$ cat src/rtl/cpu_pkg.sv
// Shared types for the 8-bit CPU control path: sequencer states, latched
// instruction class, accumulator source and ALU op encodings.
package cpu_pkg;

  typedef enum logic [2:0] {
    ST_RST,
    ST_FETCH,
    ST_DECODE,
    ST_OPERAND,
    ST_EXEC,
    ST_IN_WAIT,
    ST_OUT_WAIT,
    ST_HALT
  } state_t;

  typedef enum logic [3:0] {
    INS_NOP,
    INS_LOAD,
    INS_ADD,
    INS_SUB,
    INS_AND,
    INS_JUMP,
    INS_JZ,
    INS_JNZ,
    INS_JC,
    INS_JNC
  } instr_t;

  localparam logic [1:0] ACC_SEL_ALU = 2'd0;
  localparam logic [1:0] ACC_SEL_OPR = 2'd1;
  localparam logic [1:0] ACC_SEL_IN  = 2'd2;

  localparam logic [1:0] ALU_ADD = 2'd0;
  localparam logic [1:0] ALU_SUB = 2'd1;
  localparam logic [1:0] ALU_AND = 2'd2;

  // Decoder strobe bundle order: ip, op, load, add, sub, and, jump, jz, jnz, jc, jnc
  function automatic logic dec_legal(input logic [10:0] v);
    return $onehot(v);
  endfunction

endpackage

$ cat src/rtl/cpu_ctrl_timeout.sv
// Memory-wait counter: counts request cycles without an ack; expired is combinational
// and asserts on the MEM_TIMEOUT-th consecutive un-acked cycle.
module cpu_ctrl_timeout #(
  parameter int MEM_TIMEOUT = 15
) (
  input  logic clk,
  input  logic rst_n,
  input  logic clr,
  input  logic en,
  output logic expired
);

  logic [7:0] cnt;

  assign expired = en && (cnt == 8'(MEM_TIMEOUT - 1));

  always_ff @(posedge clk or negedge rst_n) begin
    if (!rst_n) begin
      cnt <= '0;
    end else if (clr) begin
      cnt <= '0;
    end else if (en) begin
      cnt <= cnt + 8'd1;
    end
  end

endmodule

$ cat src/rtl/cpu_ctrl_fsm.sv
// Multi-cycle CPU sequencer; outputs decode from registered state plus handshake inputs,
// waits indefinitely on in_valid/out_ready, bounded by MEM_TIMEOUT on mem_ack. Macro: CTRL_ILLEGAL_TRAP_EN.
module cpu_ctrl_fsm
  import cpu_pkg::*;
#(
  parameter int MEM_TIMEOUT = 15,
  parameter int ALU_OP_W    = 2
) (
  input  logic                clk,
  input  logic                rst_n,
  input  logic                dec_ip,
  input  logic                dec_op,
  input  logic                dec_load,
  input  logic                dec_add,
  input  logic                dec_sub,
  input  logic                dec_and,
  input  logic                dec_jump,
  input  logic                dec_jumpz,
  input  logic                dec_jumpnz,
  input  logic                dec_jumpc,
  input  logic                dec_jumpnc,
  input  logic                flag_z,
  input  logic                flag_c,
  input  logic                mem_ack,
  input  logic                in_valid,
  input  logic                out_ready,
  output logic                mem_req,
  output logic                ir_load,
  output logic                opr_load,
  output logic                pc_inc,
  output logic                pc_load,
  output logic                acc_load,
  output logic [1:0]          acc_sel,
  output logic [ALU_OP_W-1:0] alu_op,
  output logic                flags_load,
  output logic                in_ready,
  output logic                out_valid,
  output logic                halted,
  output logic                bus_err,
  output logic                illegal
);

  state_t state, state_nxt;
  instr_t instr_q, instr_nxt;
  logic   bus_err_q, set_bus_err;
  logic   mem_wait, to_clr, to_en, to_expired;
  logic [10:0] dec_vec;

  assign dec_vec = {dec_ip, dec_op, dec_load, dec_add, dec_sub, dec_and,
                    dec_jump, dec_jumpz, dec_jumpnz, dec_jumpc, dec_jumpnc};

  // Counter runs only while a memory request is outstanding, so it is already
  // zero on every entry to FETCH or OPERAND.
  assign mem_wait = (state == ST_FETCH) || (state == ST_OPERAND);
  assign to_en    = mem_wait && !mem_ack;
  assign to_clr   = !mem_wait || mem_ack;

  cpu_ctrl_timeout #(.MEM_TIMEOUT(MEM_TIMEOUT)) u_timeout (
    .clk     (clk),
    .rst_n   (rst_n),
    .clr     (to_clr),
    .en      (to_en),
    .expired (to_expired)
  );

`ifdef CTRL_ILLEGAL_TRAP_EN
  logic illegal_q, set_illegal;
`endif

  always_comb begin
    state_nxt   = state;
    instr_nxt   = instr_q;
    set_bus_err = 1'b0;
`ifdef CTRL_ILLEGAL_TRAP_EN
    set_illegal = 1'b0;
`endif
    mem_req     = 1'b0;
    ir_load     = 1'b0;
    opr_load    = 1'b0;
    pc_inc      = 1'b0;
    pc_load     = 1'b0;
    acc_load    = 1'b0;
    acc_sel     = ACC_SEL_ALU;
    alu_op      = ALU_OP_W'(ALU_ADD);
    flags_load  = 1'b0;
    in_ready    = 1'b0;
    out_valid   = 1'b0;
    halted      = 1'b0;

    case (state)
      ST_RST: state_nxt = ST_FETCH;

      ST_FETCH: begin
        mem_req = 1'b1;
        if (mem_ack) begin
          ir_load   = 1'b1;
          pc_inc    = 1'b1;
          state_nxt = ST_DECODE;
        end else if (to_expired) begin
          set_bus_err = 1'b1;
          state_nxt   = ST_HALT;
        end
      end

      ST_DECODE: begin
        if (!dec_legal(dec_vec)) begin
`ifdef CTRL_ILLEGAL_TRAP_EN
          set_illegal = 1'b1;
          state_nxt   = ST_HALT;
`else
          state_nxt   = ST_FETCH;
`endif
        end else if (dec_ip) begin
          state_nxt = ST_IN_WAIT;
        end else if (dec_op) begin
          state_nxt = ST_OUT_WAIT;
        end else begin
          state_nxt = ST_OPERAND;
          if      (dec_load)   instr_nxt = INS_LOAD;
          else if (dec_add)    instr_nxt = INS_ADD;
          else if (dec_sub)    instr_nxt = INS_SUB;
          else if (dec_and)    instr_nxt = INS_AND;
          else if (dec_jump)   instr_nxt = INS_JUMP;
          else if (dec_jumpz)  instr_nxt = INS_JZ;
          else if (dec_jumpnz) instr_nxt = INS_JNZ;
          else if (dec_jumpc)  instr_nxt = INS_JC;
          else                 instr_nxt = INS_JNC;
        end
      end

      ST_OPERAND: begin
        mem_req = 1'b1;
        if (mem_ack) begin
          opr_load  = 1'b1;
          pc_inc    = 1'b1;
          state_nxt = ST_EXEC;
        end else if (to_expired) begin
          set_bus_err = 1'b1;
          state_nxt   = ST_HALT;
        end
      end

      ST_EXEC: begin
        state_nxt = ST_FETCH;
        case (instr_q)
          INS_LOAD: begin
            acc_load = 1'b1;
            acc_sel  = ACC_SEL_OPR;
          end
          INS_ADD, INS_SUB, INS_AND: begin
            acc_load   = 1'b1;
            flags_load = 1'b1;
            if (instr_q == INS_SUB)      alu_op = ALU_OP_W'(ALU_SUB);
            else if (instr_q == INS_AND) alu_op = ALU_OP_W'(ALU_AND);
          end
          INS_JUMP: pc_load = 1'b1;
          INS_JZ:   pc_load = flag_z;
          INS_JNZ:  pc_load = !flag_z;
          INS_JC:   pc_load = flag_c;
          INS_JNC:  pc_load = !flag_c;
          default:  ;
        endcase
      end

      ST_IN_WAIT: begin
        in_ready = 1'b1;
        if (in_valid) begin
          acc_load  = 1'b1;
          acc_sel   = ACC_SEL_IN;
          state_nxt = ST_FETCH;
        end
      end

      ST_OUT_WAIT: begin
        out_valid = 1'b1;
        if (out_ready) state_nxt = ST_FETCH;
      end

      ST_HALT: halted = 1'b1;

      default: state_nxt = ST_RST;
    endcase
  end

  always_ff @(posedge clk or negedge rst_n) begin
    if (!rst_n) begin
      state     <= ST_RST;
      instr_q   <= INS_NOP;
      bus_err_q <= 1'b0;
    end else begin
      state   <= state_nxt;
      instr_q <= instr_nxt;
      if (set_bus_err) bus_err_q <= 1'b1;
    end
  end

  assign bus_err = bus_err_q;

`ifdef CTRL_ILLEGAL_TRAP_EN
  always_ff @(posedge clk or negedge rst_n) begin
    if (!rst_n)           illegal_q <= 1'b0;
    else if (set_illegal) illegal_q <= 1'b1;
  end
  assign illegal = illegal_q;
`else
  assign illegal = 1'b0;
`endif

endmodule

$ cat config.mk
export PLATFORM = sky130hd
export DESIGN_NAME = cpu_ctrl_fsm
export DESIGN_NICKNAME = d
export VERILOG_FILES = /design/src/rtl/cpu_pkg.sv /design/src/rtl/cpu_ctrl_timeout.sv /design/src/rtl/cpu_ctrl_fsm.sv
export SDC_FILE = /design/constraint.sdc
export NUM_CORES = 1
export LEC_CHECK = 0
export CAP_MARGIN = 10
export CORE_MARGIN = 5
export CORE_UTILIZATION = 46
export DETAILED_ROUTE_END_ITERATION = 12
export GPL_ROUTABILITY_DRIVEN = 0
export HOLD_SLACK_MARGIN = 0.05
export PLACE_DENSITY = 0.76
export RECOVER_POWER = 25
export REMOVE_ABC_BUFFERS = 1
export SLEW_MARGIN = 10
export SYNTH_ARGS = -nofsm -noshare
export SYNTH_HDL_FRONTEND = slang
export SYNTH_SLANG_ARGS = --single-unit
$ cat constraint.sdc
create_clock -name clk -period 2.5 [get_ports clk]
set_input_delay 0.5 -clock clk [delete_from_list [all_inputs] [get_ports clk]]
set_output_delay 0.5 -clock clk [all_outputs]
set_load 0.02 [all_outputs]
### Yosys cells after proc, flatten, opt, wreduce, memory -nomap -nowiden

Cells that the tools add are included.

| storage, ports and cells | value |
|---|---|
| register bits after elaboration | 16 |
| output and inout port bits | 16 |
| word-level logic and storage cells | 98 |

| operators by class | value |
|---|---|
| add/subtract/negate cells | 11 |
| equality and inequality tests | 20 |
| mux-type cells | 44 |
| bitwise logic cells | 2 |
| reduce and logical (&&, ||, !) cells | 17 |

Operators by type and width:

| operator | number |
|---|---|
| 4-bit two-way mux | 7 |
| 3-bit two-way mux | 8 |
| 1-bit two-way mux | 18 |
| 3-bit one-hot mux with 6 select lines | 1 |
| 4-bit by 3-bit == test with 1-bit output (second input constant) | 4 |
| 8-bit two-way mux | 2 |
| 3-bit == test (second input constant) | 4 |
| 1-bit by 1-bit adder with 2-bit output | 5 |
| 2-bit two-way mux | 5 |
| 8-bit by 1-bit adder with 8-bit output (second input constant) | 1 |
| 4-bit by 1-bit == test with 1-bit output (second input constant) | 2 |
| 4-bit by 2-bit == test with 1-bit output (second input constant) | 2 |
| 4-bit == test (second input constant) | 2 |
| 8-bit by 4-bit == test with 1-bit output (second input constant) | 1 |
| 2-bit by 2-bit adder with 3-bit output | 2 |
| 3-bit by 2-bit == test with 1-bit output (second input constant) | 2 |
| 6-bit nonzero test | 1 |
| 1-bit one-hot mux with 5 select lines | 1 |
| 3-bit by 3-bit adder with 4-bit output | 1 |
| 4-bit by 3-bit adder with 4-bit output | 1 |
| 1-bit logical NOT | 4 |
| 2-bit != test (second input constant) | 2 |
| 2-bit one-hot mux with 2 select lines | 1 |
| 4-bit AND reduction | 1 |
| other kinds (12) | 16 |

### Logic depth before layout (Yosys ltp)

Gate-level depths: netlist of run 1.

| logic depth | value |
|---|---|
| depth in word-level cells | 8 |
| gate-level depth with buffers | 12 |
| mapped depth without buffers | 12 |

### Cells and area by module

Synthesis of run 1 repeated with hierarchy kept, for this count alone.

| unflattened totals | value |
|---|---|
| cells, all modules | 155 |
| area total of the unflattened synthesis | 1391.3 µm² |

Modules (own cells, without submodules):

| module | times used | cells each | area each (µm²) | seq. area each (µm²) |
|---|---|---|---|---|
| cpu_ctrl_fsm | 1 | 114 | 980.9 | 200.2 |
| cpu_ctrl_timeout | 1 | 41 | 410.4 | 200.2 |

### Worst setup path before layout of run 1

No wires, ideal clock.

| timing path | value |
|---|---|
| path kind | in2reg |
| start point | input port dec_ip |
| end point | register instr_q[0] |
| setup time | 125 ps |
| data arrival time | 3586 ps |
| required time | 2375 ps |
| slack | -1210 ps |
| stages on the path | 12 |
| path buffers | 0 |
| cells stage by stage | fa_1 > fa_1 > inv_1 > fa_1 > inv_1 > fa_1 > inv_1 > fa_1 > nand4_1 > nor3_1 > nand3b_1 > mux2_2 |

| between the ends | value |
|---|---|
| word-level cells in the longest chain between the ends | 4 |
| elaborated cells on any way between the ends | 5 |

Ends and longest elaborated chain:

| item | line | source |
|---|---|---|
| start: declaration | cpu_ctrl_fsm.sv:11 | `input logic dec_ip,` |
| 2-bit by 1-bit adder with 3-bit output (implied by the code) | cpu_pkg.sv:39 | `return $onehot(v);` |
| 4-bit by 3-bit adder with 4-bit output (implied by the code) | cpu_pkg.sv:39 |  |
| 4-bit by 1-bit == test with 1-bit output | cpu_pkg.sv:39 |  |
| 4-bit AND reduction (no source line) (*) | -- |  |
| end signal: assignment | cpu_ctrl_fsm.sv:192 | `instr_q <= instr_nxt;` |
| end: declaration | cpu_ctrl_fsm.sv:44 | `instr_t instr_q, instr_nxt;` |

Every way passes the cells marked *; elsewhere a longest branch is shown, timed or not.
A chain may end at the register's enable or synchronous reset.

### Worst setup path after layout of run 1

| timing path | value |
|---|---|
| start point | input port dec_jumpz |
| end point | register state[1] |

| between the ends | value |
|---|---|
| word-level cells in the longest chain between the ends | 7 |

Ends and longest elaborated chain:

| item | line | source |
|---|---|---|
| start: declaration | cpu_ctrl_fsm.sv:18 | `input logic dec_jumpz,` |
| 1-bit by 1-bit adder with 2-bit output (implied by the code) | cpu_pkg.sv:39 |  |
| 2-bit by 2-bit adder with 3-bit output (implied by the code) | cpu_pkg.sv:39 |  |
| 3-bit by 3-bit adder with 4-bit output (implied by the code) | cpu_pkg.sv:39 |  |
| 4-bit by 3-bit adder with 4-bit output (implied by the code) | cpu_pkg.sv:39 |  |
| 4-bit by 1-bit == test with 1-bit output | cpu_pkg.sv:39 |  |
| 3-bit two-way mux | cpu_ctrl_fsm.sv:106 | `if (!dec_legal(dec_vec)) begin` |
| 3-bit one-hot mux with 6 select lines | cpu_ctrl_fsm.sv:90 | `case (state)` |
| end signal: assignment | cpu_ctrl_fsm.sv:191 | `state <= state_nxt;` |
| end: declaration | cpu_ctrl_fsm.sv:43 | `state_t state, state_nxt;` |

Every way passes these cells.

==> flow_summary_export.csv, run 1 <==
group,metric,value,unit
status,status,"complete, but fails checks",
status,violations,"setup timing",
worst_setup_path,critPathTopFamily,"adder cells",
clocking,cts_buffer_depth,2,
floorplanning,rows,19,
synthesis,ys_ff_latch,16,
worst_setup_path,arrival,3790,ps
worst_setup_path,cp_common_cell,"fa_1",
clocking,clk_latency,280,ps
detailed_routing,dr.pass1.iters,4,
synthesis,synthCells,149,
sta,hold_viol,0,
global_routing,antenna_found_initial,0,
worst_setup_path,critPathCaptureType,"flip-flop",
sta,setup_slack,-1059,ps
floorplanning,io_pins,34,
worst_hold_path,hold_end,"bus_err",
synthesis,synth_edf_count,0,
placed_design,post-dp-hpwl,2395,um
worst_setup_path,crit_required,2730,ps
floorplanning,dieHeight,64.05,um
worst_setup_path,path_buf_inv,4,
worst_hold_path,hp-start,"bus_err",
worst_setup_path,reg2reg_to,"state[1]",
worst_setup_path,startpoint_type,"input port",
synthesis,yosys_warnings,0,
synthesis,ys_async_sr_fraction,100.0,%
clocking,clk_pin_slew,100,ps
sta,whs,473.8,ps
sta,finalSetupViolations,7,
global_routing,grt_util_all_layers,14.67,%
worst_hold_path,hold_path_depth,1,
sta,skew,1.369,ps
detailed_routing,routed_via_density,5.254,
pwr,p_leak,0.9025,nW
detailed_routing,wl,2921,um
worst_hold_path,hp-class,"flip-flop to flip-flop",
synthesis,synth_cell_type_count,45,
clocking,cts_hold_buf,0,
sta,fmax,281.0,MHz
sta,period_needed,3559,ps
placed_design,dp_cells,222,
sta,min_period_over_period,142.3,%
floorplanning,start_util,48.31,%
synthesis,syn_area_per_cell,9.019,um2
pwr,vdd_drop_max,565.8,uV
final_layout,fin_area,1842,um2
final_layout,area_delta_synth_final,37.06,%
global_routing,grt_max_degree,17,
worst_setup_path,critPathLaunch,"dec_jumpz",
worst_setup_path,critPathSlowestCell,"fa_1",
worst_setup_path,slowest_delay,520,ps
global_routing,grt_pass1_wl,4774,um
detailed_routing,route.detailed.drc,0,
worst_setup_path,r2r_cells,6,
sta,relSlewSlack,52.87,%
clocking,htreeDepth,1,
clocking,cts-root-buf,"clkbuf_4",
sta,rsz0062_at_grt,"yes",
worst_setup_path,reg2reg_from,"state[0]",
synthesis,synth_area,1344,um2
placed_design,portBuffers,32,
global_routing,grt_pass1_vias,1134,
clocking,cts_tree,"done",
worst_setup_path,cp_cell_sequence,"buf_6 -> fa_1 -> fa_1 -> inv_1 -> fa_1 -> inv_2 -> fa_2 -> inv_2 -> fa_1 -> nand4_1 -> or4_4 -> o21ai_2 -> a32o_1",
synthesis,ys.flop_type,"dfrtp_1",
detailed_routing,drt-initial-drc-count,62,
floorplanning,die_x,64.05,um
pwr,power_density,685.5,nW/um2
global_routing,gr-total-overflow,0,
placed_design,dpl-instance-area,1790,um2
job,max-cap-violations,0,
worst_setup_path,worst-r2r-setup-slack,810,ps
clocking,cts_buffers,3,
final_layout,layout.cells.most_common_list,"buf_4 (19), clkdlybuf4s50_1 (17), nor2_1 (16), dfrtp_1 (16), inv_1 (15)",
sta,worst_pin_slew,704.6,ps
floorplanning,core,2781,um2
detailed_routing,vias,1198,
final_layout,nets,228,
final_layout,antenna_cells,0,
final_layout,layout.cells.most_common,"buf_4",
detailed_routing,drtAntennaViolNets,0,
clocking,cts.sinks,16,
detailed_routing,avgRoutedWirePerCell,12.81,um
final_layout,stdcell_count,228,
synthesis,yosysSeqAreaShare,29.80,%
floorplanning,dieArea,4102,um2
worst_setup_path,cp_max_fo,2,
sta,slew_viol_final,0,
worst_setup_path,path_class,"input port to flip-flop",
final_layout,drive_above_1_share,24.87,%
-- power by group --
group,switching [mW],internal (mW),leakage [nW]
clock,0.0835,0.0886,0.0210
sequential,0.0388,0.308,0.213
combinational,0.385,0.359,0.668
-- registers in the layout, indices dropped and copies added (netlist names) --
signal / cells
instr_q: 4
state: 3
u_timeout.cnt: 8
bus_err: 1
-- metal layers --
layer	global-route usage, %	vias to the layer above	routed length, um
met3	2.452	4	154
met5	0	-	0
met4	7.013	0	53
met2	24.62	34	1415
met1	18.17	562	1298
li1	-	598	-
-- Yosys cell counts (3+ instances only) --
cell | count | area share, %
dfrtp_1 | 16 | 30
inv_1 | 17 | 4.7
xor2_1 | 6 | 3.9
fa_1 | 7 | 10
nor3_1 | 3 | 1.1
a21oi_1 | 4 | 1.5
nor4_1 | 3 | 1.4
nand4_1 | 3 | 1.4
or3_1 | 3 | 1.4
ha_1 | 5 | 4.7
nor4b_1 | 3 | 2.0
nand3b_1 | 4 | 2.2
nand2_1 | 8 | 2.2
nand3_1 | 4 | 1.5
nor2_1 | 17 | 4.7
clkbuf_1 | 3 | 0.84
o21ai_0 | 4 | 1.5
mux2i_1 | 3 | 2.2
-- final cells by class --
| type | count | area, um2 |
|---|---|---|
| Clock buffer | 4 | 36.28 |
| Fill cell | 241 | 939.7 |
| Inverter | 18 | 67.56 |
| Multi-Input combinational cell | 108 | 855.8 |
| Sequential cell | 16 | 400.4 |
| Tap cell | 31 | 38.79 |
| Timing Repair Buffer | 51 | 442.9 |
-- repair_timing --
action	4_1_cts	5_1_grt
endpoints found under the setup margin	11	11
gates cloned	0	0
resized for setup	40	7
buffers inserted	2	0
pin swaps	13	10
-- worst max-delay path by stage --
stage,to,slack (ps),depth (start not counted)
after floorplan,instr_q[0],-1210,12
final,state[1],-1060,13
after global placement,instr_q[0],-1700,13
after CTS,state[1],-1170,13
after detailed placement,instr_q[2],-1820,13
after global routing,state[2],-1190,13
-- cell families (layout without fill, tap and decap cells) --
kind of cell / Yosys count / after routing / synth area share (%)
XOR/XNOR: 8 / 8 / 5.214
buffers and inverters: 25 / 73 / 8.007
AO/OA/AOI/OAI: 18 / 18 / 9.498
AND/OR/NAND/NOR: 63 / 63 / 27.37
other: 1 / 1 / 0.2791
adder cells (fa/ha/maj): 12 / 12 / 15.08
multiplexers: 6 / 6 / 4.749
flip-flops: 16 / 16 / 29.79
-- metrics by stage --
stage	utilization [%]	worst slack, ps	setup TNS [ps]	total power, mW
final	66.22	-1059	-6929	1.263
after global routing	66.22	-1188	-7760	1.374
after CTS	65.72	-1172	-7454	1.264
after detailed placement	64.37	-1825	-12630	1.070
after global placement	64.37	-1699	-11890	1.043
after floorplan	-	-1210	-7828	0.7941
(Power assumes the default switching activity.)
==> run 2: changes to the inputs <==
--- a/config.mk
+++ b/config.mk
@@ -5,11 +5,13 @@
 export SDC_FILE = /design/constraint.sdc
 export NUM_CORES = 1
 export LEC_CHECK = 0
+export ABC_CLOCK_PERIOD_IN_PS = 2500
 export CAP_MARGIN = 10
 export CORE_MARGIN = 5
 export CORE_UTILIZATION = 46
 export DETAILED_ROUTE_END_ITERATION = 12
 export GPL_ROUTABILITY_DRIVEN = 0
+export GPL_TIMING_DRIVEN = 0
 export HOLD_SLACK_MARGIN = 0.05
 export PLACE_DENSITY = 0.76
 export RECOVER_POWER = 25
==> run 2 against run 1 <==
- power down 6.1%
- the flow still finishes with violations (setup timing)
- cell count down 7.0%
- combinational power down 15%
- worst setup slack worse by 97 ps
- first-iteration DRC count down 1.6%
- via count down 2.2%
- critical endpoint unchanged
- clock skew about the same
- final area down 5.2%
- register-to-register slack worse by 80 ps
==> flow_summary_export.csv, run 2 (synthesis results as in run 1) <==
group,metric,value,unit
clocking,cts_tree,"done",
sta,rsz0062_at_grt,"yes",
detailed_routing,routed_via_density,5.528,
detailed_routing,drtAntennaViolNets,0,
pwr,vdd_drop_max,559.9,uV
sta,min_period_over_period,146.2,%
final_layout,layout.cells.most_common_list,"clkdlybuf4s50_1 (18), nor2_1 (16), inv_1 (15), dfrtp_1 (15), nand2_1 (8)",
clocking,cts.sinks,16,
sta,slew_viol_final,0,
floorplanning,start_util,48.31,%
pwr,power_density,678.7,nW/um2
worst_hold_path,hold_path_depth,1,
sta,finalSetupViolations,7,
final_layout,area_delta_synth_final,29.98,%
detailed_routing,vias,1172,
placed_design,post-dp-hpwl,2435,um
worst_setup_path,crit_required,2720,ps
worst_setup_path,slowest_delay,530,ps
sta,setup_slack,-1156,ps
worst_hold_path,hold_end,"bus_err",
pwr,p_leak,0.7846,nW
sta,skew,1.432,ps
placed_design,portBuffers,32,
worst_setup_path,cp_common_cell,"fa_1",
job,max-cap-violations,0,
worst_setup_path,critPathLaunch,"dec_ip",
placed_design,pre_cts_ws,-1991,ps
worst_setup_path,r2r_cells,5,
sta,worst_pin_slew,735.8,ps
worst_setup_path,arrival,3880,ps
sta,relSlewSlack,50.79,%
floorplanning,core,2781,um2
sta,period_needed,3656,ps
final_layout,largest_registers,"u_timeout.cnt x8, instr_q x4, state x3",
detailed_routing,dr.pass1.iters,4,
final_layout,fin_area,1747,um2
worst_hold_path,hp-start,"bus_err",
sta,fmax,273.6,MHz
final_layout,fin_util,62.80,%
pwr,power,1.185,mW
global_routing,gr-total-overflow,0,
global_routing,antenna_found_initial,0,
final_layout,stdcell_count,212,
final_layout,drive_above_1_share,21.55,%
clocking,clk_pin_slew,90,ps
worst_setup_path,worst-r2r-setup-slack,730,ps
detailed_routing,wl,3045,um
clocking,clk_latency,280,ps
final_layout,antenna_cells,0,
worst_setup_path,cp_max_fo,2,
detailed_routing,drt-initial-drc-count,61,
worst_setup_path,startpoint_type,"input port",
floorplanning,io_pins,34,
detailed_routing,avgRoutedWirePerCell,14.36,um
final_layout,nets,213,
global_routing,grt_util_all_layers,15.61,%
worst_hold_path,hp-class,"flip-flop to flip-flop",
clocking,cts_buffer_depth,2,
clocking,cts_buffers,3,
floorplanning,die_x,64.05,um
final_layout,regMostFlops,"u_timeout.cnt",
worst_setup_path,path_buf_inv,5,
worst_setup_path,critPathSlowestCell,"or4_4",
floorplanning,dieHeight,64.05,um
detailed_routing,route.detailed.drc,0,
placed_design,dpl-instance-area,1663,um2
worst_setup_path,critPathTopFamily,"adder cells",
clocking,cts-root-buf,"clkbuf_4",
final_layout,layout.cells.most_common,"clkdlybuf4s50_1",
worst_setup_path,path_class,"input port to flip-flop",
status,status,"complete, but fails checks",
worst_setup_path,reg2reg_from,"state[0]",
clocking,cts_hold_buf,0,
global_routing,grt_pass1_wl,5237,um
worst_setup_path,reg2reg_to,"state[1]",
placed_design,dp_cells,205,
sta,hold_viol,0,
worst_setup_path,cp_cell_sequence,"buf_8 -> fa_1 -> fa_1 -> inv_1 -> fa_1 -> inv_2 -> fa_2 -> buf_4 -> buf_4 -> a211oi_2 -> nor2_2 -> or4_4 -> o21ai_2 -> a32o_1",
floorplanning,rows,19,
status,violations,"setup timing",
clocking,htreeDepth,1,
worst_setup_path,critPathCaptureType,"flip-flop",
global_routing,grt_pass1_vias,1219,
floorplanning,dieArea,4102,um2
global_routing,grt_max_degree,17,
final_layout,largest_reg_flops,8,
## run 2: cell types whose count changed in the layout (fill, tap and decap cells not counted), sizes merged
| cell | delta |
|---|---|
| buf | -15 |
| clkdlybuf4s50 | +1 |
| dlygate4sd1 | -1 |
| clkdlybuf4s15 | +1 |
| dlymetal6s2s | -2 |
## run 2: report_power, final
| part | internal [mW] | switching [mW] | total (mW) |
|---|---|---|---|
| sequential | 0.309 | 0.106 | 0.415 |
| combinational | 0.311 | 0.323 | 0.634 |
| clock | 0.0560 | 0.0797 | 0.136 |
| total | 0.676 | 0.509 | 1.19 |
## run 2: area by class of cell
| cell class | instances | area (um2) |
|---|---|---|
| fill | 234 | 1035 |
| multi-input combinational | 108 | 870.8 |
| sequential | 16 | 401.6 |
| timing repair buffer | 36 | 345.3 |
| inverter | 18 | 67.56 |
| tap | 31 | 38.79 |
| clock buffer | 3 | 22.52 |
## run 2: timing repair
action / in CTS / in global routing
setup buffers: 2 / 2
resized for setup: 51 / 11
pin swaps: 12 / 13
endpoints found under the setup margin: 13 / 13
gates cloned: 0 / 0
## run 2: how the worst max path moves through the flow
stage	slack [ps]	to	cells after the start
final	-1160	state[1]	14
after detailed placement	-1990	instr_q[2]	13
after CTS	-1180	instr_q[2]	13
after global routing	-1230	instr_q[2]	13
after global placement	-1860	instr_q[2]	13
after floorplan	-1210	instr_q[0]	12
## run 2: metal layers
| layer | up-vias | GRT usage (%) | routed length, um |
|---|---|---|---|
| li1 | 563 | - | - |
| met1 | 564 | 18.46 | 1256 |
| met2 | 38 | 27.64 | 1587 |
| met3 | 7 | 2.977 | 150 |
| met4 | 0 | 5.974 | 51 |
| met5 | - | 0 | 0 |
## run 2: per-stage QoR
| stage | hold WS, ps | TNS [ps] |
|---|---|---|
| after detailed placement | 458.4 | -13660 |
| final | 474.0 | -7583 |
| after CTS | 480.1 | -7789 |
| after floorplan | 204.4 | -7828 |
| after global placement | 450.3 | -12710 |
| after global routing | 525.4 | -8580 |
## run 2: worst register-to-register path, stage by stage (launching register included)
cell and delay, ps:
dfrtp_1 530, nor2b_2 240, nand2b_2 210, nor4bb_4 80, or3_1 350, a32o_1 250
==> RTL change 1, RTL diff (config.mk and constraints of run 1) <==
The option `CTRL_ILLEGAL_TRAP_EN` is turned on by a define.
--- a/src/rtl/cpu_ctrl_fsm.sv
+++ b/src/rtl/cpu_ctrl_fsm.sv
@@ -2,2 +2,4 @@
 // waits indefinitely on in_valid/out_ready, bounded by MEM_TIMEOUT on mem_ack. Macro: CTRL_ILLEGAL_TRAP_EN.
+`define CTRL_ILLEGAL_TRAP_EN
+
 module cpu_ctrl_fsm
Function: changed (a bounded check fails within 4 cycles, from zero or initial values and one cycle with rst_n low).
==> RTL change 1 against run 1 <==
Sequential cell count up 1; largest cell class unchanged; critical path type unchanged; cell area increased by 4.1%; hold slack got worse by 0.0083 ns; clock power is 11% lower; synthesized area up 3.0%; die area up 2.5%; core utilization decreased by 1.8 points; the flow still finishes with violations (negative setup slack); critical path depth fell by 3; routed wire length is 18% higher; largest power group unchanged; sequential power increased by 17%; worst setup slack better by 0.056 ns; cell count grew 4.4%; critical endpoint is now instr_q[2]$_DFFE_PN0P_; power up 14%; non-clock buffer count shrank 3.
==> RTL change 1: results (changes against run 1) <==
met1 Usage GRT: 19.7% (+1.5 points)
failing checks: negative setup slack
hpwl dp: 2710 um (+13%)
met2 WL: 1860 um (+31%)
Compound-Gate Fraction of Synth Area: 10.4% (+0.90 points)
Worst path slowest cell: fa_2
Worst VDD drop: 0.604 mV (+6.7%)
worst reg2reg startpoint: state[2]$_DFFE_PN0P_
grt met3 use: 3.99% (+1.5 points)
final setup fails: 8 (+1)
WL met3: 135 um (-12%)
NumNets Final: 237 (+3.9%)
CTS resizes: 38 (-5.0%)
post-CTS setup buffers: 0 (-2)
Filler Cells Inserted: 249 (+3.3%)
Internal Power: 0.000777 W (+2.8%)
I/O Buffers: 33 (+3.1%)
layout cells sized above 1: 18.5% (-6.3 points)
status: finished with violations
CP Data Arrival Time: 3.70 ns (-0.09 ns)
Pleak: 0.940 nW (+4.1%)
Via Count: 1259 (+5.1%)
clk_skew: 0.0113 ns (+0.00993 ns)
largest stage delay on the critical path: 0.56 ns (+0.04 ns)
wire per inst: 14.4 um (+13%)
Synth Area in XOR/XNOR: 4.43% (-0.78 points)
post-synthesis mux area share: 3.80% (-0.95 points)
Slew HR: 48.4% (-4.5 points)
GRT Total Usage: 17.0% (+2.3 points)
Final WS setup: -1.00 ns (+0.0558 ns)
setup tns final: -7.54 ns (-0.612 ns)
register area share after synthesis: 30.7% (+0.95 points)
most frequent cells after synthesis: nor2_1 (23), inv_1 (18), dfrtp_1 (17), a21oi_1 (9), nand2b_1 (9)
## RTL change 1: cell count changes after synthesis, moves of 3 or more
cell and delta:
nor2_1 +6, a21oi_1 +5, and3_1 +3, nand2b_1 +7, nand3b_1 -4
## RTL change 1: cell type report
type | instances | area (um^2) | area share, %
multi-input cells | 117 | 920 | 47.9
repair buffers | 48 | 433 | 22.6
flip-flops and latches | 17 | 425 | 22.2
inverters | 19 | 71.3 | 3.72
well taps | 33 | 41.3 | 2.15
clock buffers | 3 | 22.5 | 1.17
clock inverters | 1 | 5.00 | 0.261
## RTL change 1: stage by stage
stage,power [W],std cells,hold WS (ns),instance area (um^2)
after floorplan,0.000883,153,0.204,1350
after global placement,0.00116,234,0.446,1840
after detailed placement,0.00119,234,0.450,1840
after CTS,0.00141,238,0.473,1880
after global routing,0.00154,238,0.497,1920
final,0.00144,238,0.465,1920
==> RTL change 2, RTL diff (settings of run 1) <==
Made on the original files. Put one more register stage on the output `bus_err`, with the module's reset. The value now appears one clock later. The other outputs are not delayed to match.
--- a/src/rtl/cpu_ctrl_fsm.sv
+++ b/src/rtl/cpu_ctrl_fsm.sv
@@ -196,3 +196,9 @@
 
-  assign bus_err = bus_err_q;
+  always_ff @(posedge clk or negedge rst_n) begin
+    if (!rst_n) begin
+      bus_err <= '0;
+    end else begin
+      bus_err <= bus_err_q;
+    end
+  end
 
Check against the original RTL: same outputs for any inputs over 10 cycles, from zero or initial values and one cycle with rst_n low; that may be too few to reach the edited logic, so the function may still have changed.
==> RTL change 2 against run 1 <==
The flow still finishes with violations (negative setup slack); maximum frequency is 4.3% lower; synthesized area is 0.56% lower; cell area grew 3.4%; routed wire length increased by 12%; global-route usage rose by 2.0 points; power up 3.9%; synthesized cell count increased by 1.3%; sequential cell count grew 1; worst setup slack lost 0.16 ns; combinational power rose by 5.4%; clock skew increased by 0.0075 ns; first-iteration DRC count shrank 3.2%.
==> RTL change 2: results (changes against run 1) <==
CTS Buf Count: 3 (unchanged)
pre-CTS WS: -1.79 ns (+0.0339 ns)
Total Wirelength: 3280 um (+12%)
biggest regs: u_timeout.cnt x8, instr_q x4, state x3
Compound-Gate Fraction of Synth Area: 8.90% (-0.60 points)
Filler Cells Inserted: 214 (-11%)
Detailed Routing Iterations Pass 1: 4 (unchanged)
largest stage delay on the critical path: 0.52 ns (about the same)
CP Data Arrival Time: 3.91 ns (+0.12 ns)
clk_skew: 0.00889 ns (+0.00752 ns)
Cell variety after synth: 40 (-11%)
Pleak: 0.980 nW (+8.6%)
largest net degree at the start of global routing: 18 (+1)
Residual DRC: 0 (unchanged)
ys flop type: dfrtp_1
post-synthesis mux area share: 4.78% (+0.027 points)
failing checks: negative setup slack
most frequent cells after synthesis: inv_1 (18), dfrtp_1 (17), nor2_1 (17), nand2_1 (8), fa_1 (7)
htree depth: 1 (unchanged)
Synth Area in XOR/XNOR: 5.24% (+0.029 points)
GRT Total Usage: 16.7% (+2.0 points)
Worst path slowest cell: fa_1
root buffer cell: clkbuf_4
Placed Instances: 223 (+0.45%)
Area contributors post-synth: dfrtp_1 (32%), fa_1 (10%), inv_1 (5.1%)
measured slew at the worst slew-check pin: 0.810 ns (+0.106 ns)
vias in the first global route: 1269 (+12%)
wire per inst: 14.1 um (+9.9%)
number of synthesis warnings: 0 (unchanged)
fraction of registers with async set/reset: 100% (unchanged)
clk_lat worst skew: 0.30 ns (+0.02 ns)
CTS clk-pin slew, worst paths: 0.11 ns
setup tns final: -8.17 ns (-1.24 ns)
First DRT Iteration DRCs: 60 (-3.2%)
HP Class: reg2reg
Bufs on Longest Clock Path: 2 (unchanged)
status: finished with violations
layout cells sized above 1: 25.2% (+0.37 points)
hpwl dp: 2490 um (+4.1%)
register area share after synthesis: 31.8% (+2.0 points)
Antenna Diode Count: 0 (unchanged)
NumNets Final: 233 (+2.2%)
Via-to-Cell Ratio: 5.39 (+2.6%)
Worst VDD drop: 0.518 mV (-8.4%)
crit-path leading delay family: adder cells
initial antenna violation count: 0 (unchanged)
global-route wire length before repair: 5500 um (+15%)
final setup fails: 7 (unchanged)
I/O Buffers: 32 (unchanged)
adder-cell share of the synthesized area: 15.2% (+0.085 points)
post-synthesis average cell area: 8.85 um^2 (-1.9%)
Final WS setup: -1.22 ns (-0.160 ns)
crit-path max FO: 4 (+2)
[RTL change 2: cell count changes in the layout (fill, tap and decap cells not counted), moves of 2 or more]
cell             change
dlymetal6s2s_1       +2
nand2b_1             +2
buf_2                -3
clkdlybuf4s50_1      -2
and3_1               +2
and3_2               -2
nand3_1              +2
buf_4                +3
[RTL change 2: cell type report]
cell class                 instances  area share (%)
sequential                        17            22.3
timing repair buffer              54            25.6
clock buffer                       3            1.18
tap                               31            2.04
multi-input combinational        108            44.9
inverter                          19            3.75
clock inverter                     1           0.263
[RTL change 2: worst register-to-register path, cell delays in order (launching register included)]
cell and delay (ns):
dfrtp_1 0.40, buf_4 0.17, inv_2 0.09, nand4_1 0.13, buf_4 0.17, nor3_4 0.18
nand3b_1 0.21, mux2_4 0.35
[RTL change 2: kinds of logic after synthesis]
| logic type | Yosys count |
|---|---|
| fa+ha+maj | 12 |
| buf+inv | 26 |
| xor+xnor | 8 |
| other cells | 1 |
| flops | 17 |
| mux | 6 |
| compound gates | 18 |
| simple gates | 63 |
[RTL change 2: repair_timing]
action,4_1_cts,5_1_grt
buffers inserted,3,4
resized for setup,40,18
pin swaps,13,14
setup endpoints to repair,11,12
cloned,0,0
[RTL change 2: report_power, final]
group	leakage [nW]	switching [W]	internal (W)
Sequential	0.227	0.0000530	0.000322
Clock	0.0177	0.0000931	0.0000598
Combinational	0.736	0.000409	0.000376
Total	0.980	0.000555	0.000757
[RTL change 2: worst paths after layout]
check | from | to | slack, ns | depth (start not counted)
worst max-delay path | dec_add | instr_q[3]$_DFFE_PN0P_ | -1.22 | 14
worst min register to register | bus_err_q$_DFFE_PN0P_ | bus_err$_DFF_PN0_ | 0.39 | 0
worst min-delay path | bus_err_q$_DFFE_PN0P_ | bus_err$_DFF_PN0_ | 0.39 | 0
min in group asynchronous | rst_n | bus_err$_DFF_PN0_ | 0.72 | 1
max in group asynchronous | rst_n | state[1]$_DFFE_PN0P_ | 1.27 | 1
worst max register to register | state[2]$_DFFE_PN0P_ | instr_q[3]$_DFFE_PN0P_ | 0.71 | 7
[RTL change 2: per-stage QoR]
| step | area [um^2] | hold WS, ns | util, % |
|---|---|---|---|
| 2_1_floorplan | 1300 | 0.204 | - |
| 3_3_place_gp | 1780 | 0.361 | 64.0 |
| 3_5_place_dp | 1780 | 0.370 | 64.0 |
| 4_1_cts | 1830 | 0.395 | 65.9 |
| 5_1_grt | 1900 | 0.411 | 68.5 |
| 6_report | 1900 | 0.392 | 68.5 |
[RTL change 2: metal layers]
metal	wire length, um	up-vias	global-route usage (%)
li1	-	611	-
met1	1380	597	19.3
met2	1690	43	30.2
met3	150	5	2.10
met4	61	0	8.05
met5	0	-	0
